[config.mk]
export PLATFORM = sky130hd
export DESIGN_NAME = price_predictor
export DESIGN_NICKNAME = d
export VERILOG_FILES = /design/src/rtl/price_predictor.sv
export SDC_FILE = /design/constraint.sdc
export NUM_CORES = 1
export LEC_CHECK = 0
export ABC_AREA = 1
export BUFFER_PORTS_ARGS = -buffer_cell sky130_fd_sc_hd__buf_2
export CORE_MARGIN = 2
export CORE_UTILIZATION = 40
export DETAILED_ROUTE_END_ITERATION = 8
export GPL_TIMING_DRIVEN = 0
export PLACE_DENSITY = 0.7
export SLEW_MARGIN = 25
export SYNTH_ARGS = -nofsm -noshare
export SYNTH_HDL_FRONTEND = slang
export SYNTH_SLANG_ARGS = --single-unit
[constraint.sdc]
create_clock -name clk -period 5.4 [get_ports clk]
set_clock_uncertainty 0.05 [all_clocks]
set_input_delay 0.81 -clock clk [delete_from_list [all_inputs] [get_ports clk]]
set_output_delay 0.81 -clock clk [all_outputs]
set_load 0.005 [all_outputs]
[src/rtl/price_predictor.sv]
// Predicts y_hat = B0 + B1*x with a W-cycle shift-add multiplier and Q10.10 saturation.
// Optional absolute-error accumulator enabled by defining PREDICT_ERR_EN.
module price_predictor #(
  parameter int W    = 20,
  parameter int FRAC = 10
) (
  input  logic           clk,
  input  logic           reset,
  input  logic           coef_load,
  input  logic [W-1:0]   b0_in,
  input  logic [W-1:0]   b1_in,
  input  logic           in_valid,
  output logic           in_ready,
  input  logic [W-1:0]   x,
  input  logic [W-1:0]   y_ref,
  output logic           out_valid,
  input  logic           out_ready,
  output logic [W-1:0]   y_hat,
  output logic           sat,
  output logic [2*W-1:0] err_sum,
  output logic [W-1:0]   err_cnt
);

  localparam int CW = $clog2(W);

  if (FRAC >= W) begin : g_bad_frac
    $error("FRAC must be smaller than W");
  end

  typedef enum logic [1:0] {IDLE, MUL, SUM, DONE} state_t;

  state_t         state, state_nx;
  logic [W-1:0]   b0_q, b1_q, x_q;
  logic [2*W:0]   mcand, acc, r;
  logic [CW-1:0]  cnt;
  logic           accept, load_ok, hs, sat_hi, sat_lo;

  assign accept  = in_valid & in_ready;
  assign load_ok = (state == IDLE) & coef_load;
  assign hs      = (state == DONE) & out_ready;

  always_ff @(posedge clk or negedge reset) begin
    if (!reset) state <= IDLE;
    else        state <= state_nx;
  end

  always_comb begin
    state_nx = state;
    case (state)
      IDLE: if (accept) state_nx = MUL;
      MUL:  if (cnt == CW'(W-1)) state_nx = SUM;
      SUM:  state_nx = DONE;
      DONE: if (out_ready) state_nx = IDLE;
      default: state_nx = IDLE;
    endcase
  end

  always_comb begin
    in_ready = (state == IDLE) & ~coef_load;
  end

  // Overflow when the bits above the Q10.10 sign bit disagree with the sign.
  assign r      = acc + {{(W+1){b0_q[W-1]}}, b0_q};
  assign sat_hi = ~r[2*W] & (|r[2*W-1:W-1]);
  assign sat_lo =  r[2*W] & ~(&r[2*W-1:W-1]);

  always_ff @(posedge clk or negedge reset) begin
    if (!reset) begin
      b0_q      <= '0;
      b1_q      <= '0;
      x_q       <= '0;
      mcand     <= '0;
      acc       <= '0;
      cnt       <= '0;
      y_hat     <= '0;
      sat       <= 1'b0;
      out_valid <= 1'b0;
    end else begin
      case (state)
        IDLE: begin
          if (load_ok) begin
            b0_q <= b0_in;
            b1_q <= b1_in;
          end else if (accept) begin
            x_q   <= x;
            mcand <= {{(W+1){b1_q[W-1]}}, b1_q};
            acc   <= '0;
            cnt   <= '0;
          end
        end
        MUL: begin
          if (x_q[0]) acc <= acc + mcand;
          mcand <= mcand << 1;
          x_q   <= x_q >> 1;
          cnt   <= cnt + 1'b1;
        end
        SUM: begin
          if (sat_hi) begin
            y_hat <= {1'b0, {(W-1){1'b1}}};
            sat   <= 1'b1;
          end else if (sat_lo) begin
            y_hat <= {1'b1, {(W-1){1'b0}}};
            sat   <= 1'b1;
          end else begin
            y_hat <= r[W-1:0];
            sat   <= 1'b0;
          end
          out_valid <= 1'b1;
        end
        DONE: if (out_ready) out_valid <= 1'b0;
        default: ;
      endcase
    end
  end

`ifdef PREDICT_ERR_EN
  logic [W-1:0]   yref_q;
  logic [W:0]     diff, adiff;
  logic [2*W:0]   esum_nx;

  assign diff    = {y_hat[W-1], y_hat} - {yref_q[W-1], yref_q};
  assign adiff   = diff[W] ? -diff : diff;
  assign esum_nx = {1'b0, err_sum} + {{(W-1){1'b0}}, adiff};

  always_ff @(posedge clk or negedge reset) begin
    if (!reset) begin
      yref_q  <= '0;
      err_sum <= '0;
      err_cnt <= '0;
    end else if (load_ok) begin
      err_sum <= '0;
      err_cnt <= '0;
    end else begin
      if (accept) yref_q <= y_ref;
      if (hs) begin
        err_sum <= esum_nx[2*W] ? '1 : esum_nx[2*W-1:0];
        if (~&err_cnt) err_cnt <= err_cnt + 1'b1;
      end
    end
  end
`else
  logic unused_yref;
  assign unused_yref = ^{y_ref, hs};
  assign err_sum     = '0;
  assign err_cnt     = '0;
`endif

endmodule

Word-level counts from Yosys, hierarchy flattened
Cells that the tools add are included.
Cells by class
  add/subtract/negate cells: 3
  muxes and demuxes: 23
  bitwise operators: 8
  reductions and logical operators: 10
  equality and inequality tests: 9
Operators by type and width (number)
  $mux W41: 5
  $pmux W41 S2: 2
  $add A41 B41 Y41: 2
  $mux W20: 4
  $pmux W20 S2: 1
  $reduce_and A21 Y1: 1
  $reduce_or A21 Y1: 1
  $mux W5: 2
  $ne A2 B2 Y1 const B: 5
  $pmux W5 S2: 1
  $pmux W2 S4: 1
  $mux W2: 3
  $reduce_and A3 Y1: 2
  $add A5 B1 Y5 const B: 1
  $and A1 B1 Y1: 5
  $eq A5 B5 Y1 const B: 1
  $eq A2 B2 Y1 const B: 2
  $reduce_and A2 Y1: 2
  $reduce_and A4 Y1: 1
  $reduce_bool A2 Y1: 2
  $mux W1: 3
  $not A1 Y1: 3
  $eq A2 B1 Y1 const B: 1
  $logic_not A2 Y1: 1
  $pmux W1 S2: 1
Storage, ports and cells
  register bits: 171
  word-level logic and storage cells: 63
  input port bits: 85
  output and inout port bits: 83

Longest topological paths before layout
  depth after elaboration: 6
  depth in mapped cells: 23
  depth with buffers taken out: 22

Worst setup path before layout
OpenSTA, ideal clock, no wires.
  path kind: reg-to-reg
  from: register b0_q[19]
  to: register sat
  path slack: 2678 ps
  clock period less this slack: 2722 ps
  data required time: 5228 ps
  path buffers: 1
  library setup time: 122 ps
  cell stages (with the launch flop): 17
  data arrival time: 2551 ps
  cell sequence: dfrtp_1 ha_1 nand2_1 inv_1 nand2_1 nand3_1 a21oi_1 nand3_1 xnor2_1 nand2_1 nor2_1 nand2_1 nor2_1 nand2_1 a21oi_4 buf_6 a21oi_1
On the way
  longest elaborated chain between the ends: 6
  elaborated cells between the ends (all ways): 9
  those cells by class: 1 x add/sub; 2 x mux; 4 x bitwise; 2 x reduce/logical
RTL lines
  start: declaration: line 33  | logic [W-1:0] b0_q, b1_q, x_q;
  start signal: assignment: line 82  | b0_q <= b0_in;
  $add A41 B41 Y41 *: line 63  | assign r = acc + {{(W+1){b0_q[W-1]}}, b0_q};
  $reduce_and A21 Y1: line 65  | assign sat_lo = r[2*W] & ~(&r[2*W-1:W-1]);
  $not A1 Y1: line 65
  $and A1 B1 Y1: line 65
  $mux W1: line 101  | end else if (sat_lo) begin
  $mux W1 *: line 98  | if (sat_hi) begin
  end signal: assignment: line 100  | sat <= 1'b1;
  end signal: assignment: line 103  | sat <= 1'b1;
  end signal: assignment: line 106  | sat <= 1'b0;
  end: declaration: line 19  | output logic sat,
Mark *: on every way between the ends. The rest lies on a longest branch, timed or not.
A chain may end at the register's enable or synchronous reset.

Worst setup path after layout
  from: register b0_q[19]
  to: register y_hat[7]
On the way
  longest elaborated chain between the ends: 6
  elaborated cells between the ends (all ways): 9
  those cells by class: 1 x add/sub; 2 x mux; 4 x bitwise; 2 x reduce/logical
RTL lines
  $add A41 B41 Y41 *: line 63
  $reduce_and A21 Y1: line 65
  $not A1 Y1: line 65
  $and A1 B1 Y1: line 65
  $mux W20: line 101
  $mux W20 *: line 98
  end signal: assignment: line 99  | y_hat <= {1'b0, {(W-1){1'b1}}};
  end signal: assignment: line 102  | y_hat <= {1'b1, {(W-1){1'b0}}};
  end signal: assignment: line 105  | y_hat <= r[W-1:0];
  end: declaration: line 18  | output logic [W-1:0] y_hat,
Marked as above.

==> impl_metrics.env <==
export IMPL_io_buffers=87
export IMPL_synth_seq_area_share_pct=32.7
export IMPL_synth_edf_count=0
export IMPL_area_growth_syn_to_layout_pct=13.8
export IMPL_regToRegStartpoint="b0_q[19]"
export IMPL_rsz0062_at_grt="false"
export IMPL_worstPathArrival_ns=3.93
export IMPL_grt_pass1_wl_mm=59.1
export IMPL_cts_repair_resized=0
export IMPL_globalplace_congestion=0.954
export IMPL_period_minus_slack_ns=3.65
export IMPL_leakagePower_nw=7.72
export IMPL_hp_class="in -> async"
export IMPL_worst_slack_ns=1.75
export IMPL_endpoint_kind="flop"
export IMPL_antenna_found_initial=0
export IMPL_wirelength_mm=36.4
export IMPL_ir_drop_uv=330
export IMPL_drtIter0Drc=672
export IMPL_post_route_drc_count=0
export IMPL_drtPass1Iterations=5
export IMPL_period_share_pct=67.7
export IMPL_wl_per_cell_um=14.7
export IMPL_grt_pass1_vias=11645
export IMPL_start_util_pct=40.4
export IMPL_n_fill_cell=3260
export IMPL_drive_gt1_share_pct=12.4
export IMPL_ys_seq_elements=171
export IMPL_path_buf_inv=3
export IMPL_grt_start_max_net_pins=93
export IMPL_clock_fmax_mhz=274
export IMPL_syn_avg_cell_area_um2=7.02
export IMPL_crit_start="b0_q[19]"
export IMPL_numCtsBuffers=17
export IMPL_critPathLaunchType="flop"
export IMPL_cts_setup_buffers=0
export IMPL_ios=168
export IMPL_ys_flop_type="dfrtp_1"
export IMPL_worstMarginPinSlew_ns=0.917
export IMPL_clock_path_buffers=2
export IMPL_clk_latency_ns=0.45
export IMPL_cp_top_family="simple AND/OR/NAND/NOR gates"
export IMPL_fin_tns_setup_ns=0
export IMPL_maxCapViolCount=0
export IMPL_placed_area_mm2=0.0143
export IMPL_hold_worst_slack_ns=0.264
export IMPL_critPathMaxFanout=23
export IMPL_antenna_left=0
export IMPL_slew_headroom_pct=38.9
export IMPL_crit_type="reg -> reg"
export IMPL_status="finished clean"
export IMPL_mostFrequentLayoutCells="552 x nand2_1, 225 x inv_1, 202 x nor2_1"
export IMPL_cpMaxStageDelayCell="dfrtp_1"
export IMPL_cts_tree="built"
export IMPL_max_stage_delay_ns=0.94
export IMPL_critPathRequiredTime_ns=5.68
export IMPL_die_area_mm2=0.0342
export IMPL_rows=66
export IMPL_n_antenna_cell=0
export IMPL_core_mm2=0.0324
export IMPL_path_cells="ha_1 > nand2_1 > nor2_1 > inv_1 > nor2_1 > inv_1 > nor2_1 > nor2_1 > nand3_1 > nand2_1 > nor2_1 > nand3_1 > nor2_1 > nand2_1 > a21oi_4 > buf_6 > a21oi_1"
export IMPL_yosysWarnings=0
export IMPL_cts_root_buffer="clkbuf_16"
export IMPL_dp_worst_setup_slack_ns=1.82
export IMPL_ctsHoldBuffers=0
export IMPL_syn_inst=1866
export IMPL_async_reset_ff_share_pct=100
export IMPL_viasPerCell=4.94
export IMPL_htree_levels=4
export IMPL_grtUsageTotal_pct=22.0
export IMPL_dp_hpwl_mm=30.0
export IMPL_synth_cell_types=49
export IMPL_design_area_mm2=0.0149
export IMPL_overflow=0
export IMPL_die_h_um=185
export IMPL_hold_violations=0
export IMPL_clock_sinks=171
export IMPL_path_clk_slew_ns=0.07
export IMPL_powerDensity_mw_per_mm2=671
export IMPL_die_w_um=185
export IMPL_slew_viol_final=0
export IMPL_critPathMostFrequentCell="nor2_1"
export IMPL_setup_viol=0
export IMPL_final_nets=2204
export IMPL_dr_total_vias=12292
export IMPL_mappedNetlistArea_mm2=0.0131
export IMPL_final_common_cell="nand2_1"
-- path summary, 6_finish.rpt --
check / depth (start not counted) / slack, ns / endpoint
setup / recovery: 17 / 1.75 / y_hat[7]
setup reg to reg: 17 / 1.75 / y_hat[7]
hold reg to reg: 1 / 0.46 / out_valid
hold / removal: 1 / 0.26 / x_q[4]
max in group asynchronous: 2 / 4.16 / sat
min in group clk: 1 / 0.46 / out_valid
-- sequential cells by signal, indices dropped and copies added (netlist names), 2 cells and up --
| register | flops |
|---|---|
| acc | 41 |
| mcand | 41 |
| b0_q | 20 |
| b1_q | 20 |
| x_q | 20 |
| y_hat | 20 |
| cnt | 5 |
| state | 2 |
-- per-layer routing --
layer  vias up  track usage, %  wire length (µm)
met5         -               0                 0
met4         0            8.16              1110
met3        59            2.69              1800
li1       6309               -                 -
met1      5550            30.5             17300
met2       374            35.4             16200
-- power by group --
| part | switching [mW] | internal [mW] |
|---|---|---|
| registers | 0.545 | 1.89 |
| logic | 4.10 | 2.28 |
| clock network | 0.557 | 0.614 |
| total | 5.20 | 4.79 |
-- through the flow --
| step | power (mW) | utilization [%] | cells |
|---|---|---|---|
| 2_1_floorplan | 7.02 | - | 1925 |
| 3_5_place_dp | 8.76 | 44.3 | 2455 |
| 3_3_place_gp | 8.63 | 44.2 | 2454 |
| 4_1_cts | 9.96 | 46.0 | 2487 |
| 6_report | 9.99 | 46.0 | 2487 |
| 5_1_grt | 11.0 | 46.0 | 2487 |
-- final cells by class --
cell class / count / area, µm² / share of cell area [%]
plain buffers: 104 / 653 / 4.39
clock buffers: 20 / 447 / 3.00
clock inverters: 12 / 106 / 0.714
inverters: 226 / 848 / 5.70
multi-input cells: 1424 / 7530 / 50.6
flip-flops and latches: 171 / 4280 / 28.7
well taps: 442 / 553 / 3.71
repair buffers: 88 / 473 / 3.18
-- cell usage after synthesis (30+ instances only) --
master	count	area (µm²)
nand2_1	552	2070
inv_1	225	845
nor2_1	202	758
dfrtp_1	171	4280
a21oi_1	122	611
ha_1	85	1060
o21ai_0	81	405
buf_4	60	450
a31oi_1	56	350
nand3_1	53	265
mux2_2	39	439
xor2_1	30	263
-- cell families after synthesis --
group	share of synthesized area (%)
AOI/OAI and AO/OA	15.0
muxes	3.35
adders and majority gates	8.43
DFF	32.7
xor gates and xnor gates	2.35
other	0.0286
and+or+nand+nor	26.7
buffers and inverters	11.5
-- worst register-to-register path, stage by stage, from the launching register on --
cell and delay (ns):
dfrtp_1 0.94, ha_1 0.38, nand2_1 0.13, nor2_1 0.21, inv_1 0.07, nor2_1 0.31
inv_1 0.07, nor2_1 0.22, nor2_1 0.09, nand3_1 0.08, nand2_1 0.10, nor2_1 0.12
nand3_1 0.08, nor2_1 0.09, nand2_1 0.16, a21oi_4 0.19, buf_6 0.17, a21oi_1 0.08
No activity file was read; power rests on OpenSTA's default activity.
